## config.mk

```make
export PLATFORM = sky130hd
export DESIGN_NAME = tt_settle_timer
export DESIGN_NICKNAME = d
export VERILOG_FILES = /design/src/rtl/truth_table_checker_settle_timer.sv
export SDC_FILE = /design/constraint.sdc
export NUM_CORES = 1
export LEC_CHECK = 0
export CAP_MARGIN = 30
export CORE_AREA = 2 2 39 41
export DETAILED_ROUTE_END_ITERATION = 10
export DIE_AREA = 0 0 41 43
export SLEW_MARGIN = 25
export SYNTH_ARGS = -nofsm -noshare
export SYNTH_HDL_FRONTEND = slang
export SYNTH_SLANG_ARGS = --single-unit
```

## constraint.sdc

```tcl
create_clock -name clk -period 1.71 [get_ports clk]
set_input_delay 0.342 -clock clk [delete_from_list [all_inputs] [get_ports clk]]
set_output_delay 0.342 -clock clk [all_outputs]
set_load 0.02 [all_outputs]
```

## src/rtl/truth_table_checker_settle_timer.sv

```systemverilog
// ============================================================================
// tt_settle_timer : counts settle cycles while enabled, flags SETTLE-1 reached
// Revision: 1.0
// ============================================================================
`default_nettype none

module tt_settle_timer #(
    parameter int unsigned SETTLE = 2
) (
    input  logic clk,
    input  logic rst_n,
    input  logic clear,
    input  logic enable,
    output logic expired
);

    logic [3:0] count_q;
    logic [3:0] count_d;

    assign expired = (count_q == 4'(SETTLE - 1));

    // Holding at the terminal value keeps the count from wrapping if enable lingers.
    always_comb begin
        count_d = count_q;
        if (clear) begin
            count_d = 4'd0;
        end else if (enable && !expired) begin
            count_d = count_q + 4'd1;
        end
    end

    always_ff @(posedge clk) begin
        if (!rst_n) begin
            count_q <= 4'd0;
        end else begin
            count_q <= count_d;
        end
    end

endmodule

`default_nettype wire

```

==> reports/metrics.yaml <==
die:
  start_util: 0.1555
  dieArea_sq_um: 1763
  ios: 5
  rows: 14
  core_area_sq_um: 1384
  die_w_um: 41
  die_h_um: 43
finish:
  top_register: "count_q"
  synthToLayoutAreaGrowth_pct: 45.35
  layout.cells.most_common: "dfxtp_1"
  drive_gt1_frac: 0.2121
  diodes: 0
  largest_reg_flops: 4
  fin_nets: 41
  utilization: 0.2260
  reg.largest.list: "count_q (4)"
  mostFrequentLayoutCells: "4 x dfxtp_1, 3 x nand2_1, 3 x clkbuf_4, 3 x clkdlybuf4s50_1"
placed_design:
  io_buffer_count: 4
  gp_congestion: 0.6405
  pre_cts_slack_ns: 0.02679
timing:
  setup_violations: 0
  rsz0062_at_grt: "no"
  timing.final.crit_period_ns: 1.619
  slew_headroom: 0.8681
  period_share: 0.9466
  fmax_mhz: 617.8
  finalSetupTns_ns: 0
  worstMarginPinSlew_ns: 0.1987
  drv_slew: 0
  worst_slack_ns: 0.09136
  report.final.hold_viol_count: 0
  final.setup_skew_ns: 0.005855
synthesis:
  ys_seq_elements: 4
  syn_inst: 24
  synth_area_leaders: "dfxtp_1 37%, ha_1 12%, nor3b_4 8.7%"
  yosysTopAreaCellShare: 0.3721
  ys_seq_area_frac: 0.3721
  syn_area_sq_um: 215.2
  synthesis.nets: 30
  yosysTopAreaCell: "dfxtp_1"
  post_synth.cell_area_avg_sq_um: 8.967
  ys_types: 14
  yosysWarnings: 0
worst_setup_path:
  cp_slowest_cell: "dfxtp_1"
  worstPathArrival_ns: 1.28
  start_kind: "flip-flop"
  cpPeakStageDelay_ns: 0.32
  crit_family: "buffers and inverters"
  crit_buf_inv: 2
  crit_chain: "inv_1, ha_1, nor3b_4, clkdlybuf4s15_1"
  cp-end-kind: "primary output"
  crit_fanout: 3
  cp_data_required_time_ns: 1.37
  path_class: "reg2out"
drt:
  dr.first_iter.drc_count: 0
  vias: 189
  ant_nets: 0
  drc: 0
  firstDrtPassIters: 1
  drt_wl_total_um: 392
  routedWlPerCell_um: 8.000
  via_per_inst: 3.857
cts:
  clk_pin_slew_worst_paths_ns: 0.04
  clock-sinks: 4
  root_buffer: "clkbuf_4"
  htreeDepth: 1
  postCtsSetupBuffers: 0
  cts_buffers: 3
  cts_tree: "yes"
  max-clock-path-buffers: 2
  clk_latency_ns: 0.24
job:
  maxCapViolations: 0
hold_path:
  min_path_type: "reg2reg"
global_route:
  antenna_found_initial: 0
  grt_pass1_vias: 168
  track_usage: 0.05634
  grt_pass1_wl_um: 607
  grt-ovfl-total: 0
  grt_max_degree: 6
power_and_ir_drop:
  internal_power_uw: 192.1
  powerDensity_nw_per_um2: 798.4
  p_switching_uw: 57.65
  power_frac_comb: 0.119
  p_seq_frac: 0.390
  p_clk_frac: 0.491
  ir_drop_uv: 331.1
  leakagePower_uw: 0.0001250
  switching_share: 0.2308
run_status:
  status: "finished clean"
kinds of logic (layout without fill, tap and decap cells):
logic type	after synthesis	in the layout	share of synthesized area
and+or+nand+nor	11	11	0.3256
buffers and inverters	2	11	0.03490
AOI/OAI and AO/OA	4	4	0.1105
adders and majority gates	2	2	0.1163
xor gates and xnor gates	1	1	0.04071
DFF	4	4	0.3721
synthesized netlist by cell type:
cell	n
nor3b_1	1
nand2_1	3
inv_1	2
nand2b_1	1
nor2_1	2
a21oi_1	1
ha_1	2
xor2_1	1
a21oi_2	1
o21ai_0	2
nand4_1	1
or3_1	2
nor3b_4	1
dfxtp_1	4
power groups by stage:
stage	Clock, uW	Sequential (uW)	Combinational (uW)
6_report	123	97.5	29.7
5_1_grt	136	97.6	32.6
4_1_cts	128	97.5	29.7
3_5_place_dp	0	99.1	30.5
3_3_place_gp	0	98.9	29.9
2_1_floorplan	0	99.2	14.6
timing repair:
item | 4_1_cts | 5_1_grt
pin swaps | 0 | 0
resized for setup | 1 | 1
hold buffers | 0 | 0
setup endpoints to repair | 1 | 1
tightest hold or removal path: stages, from the launching register on:
cell and delay, ns:
dfxtp_1 0.34, nand2_1 0.09, a21oi_2 0.05
through the flow:
stage	cell area, sq um	hold slack, ns	std cells	total power, uW
after floorplan	215.2	0.4921	24	113.8
after global placement	290.3	0.5171	46	128.8
after detailed placement	290.3	0.5235	46	129.5
after CTS	311.5	0.5289	49	254.8
after global routing	312.8	0.5523	49	266.5
final	312.8	0.5324	49	249.8
final cells by class:
| cell class | instances | area [sq um] |
|---|---|---|
| fillers | 151 | 1071 |
| flip-flops and latches | 4 | 80.08 |
| clock buffers | 3 | 22.52 |
| inverters | 2 | 7.507 |
| repair buffers | 6 | 55.05 |
| well taps | 16 | 20.02 |
| multi-input cells | 18 | 127.6 |
layer usage:
layer / GRT usage / up-vias / routed length [um]
li1: - / 101 / -
met3: 0.06283 / 0 / 32
met2: 0.06875 / 8 / 170
met4: 0.02000 / 0 / 0
met5: 0 / - / 0
met1: 0.06149 / 80 / 190
final timing paths:
check,start,end,slack [ns],cells past startpoint
setup reg to reg,count_q[1],count_q[2],0.30,6
setup / recovery,count_q[1],expired,0.09,4
hold reg to reg,count_q[2],count_q[2],0.53,2
hold / removal,count_q[2],count_q[2],0.53,2
Note: power is estimated with default switching activity, not from simulation.
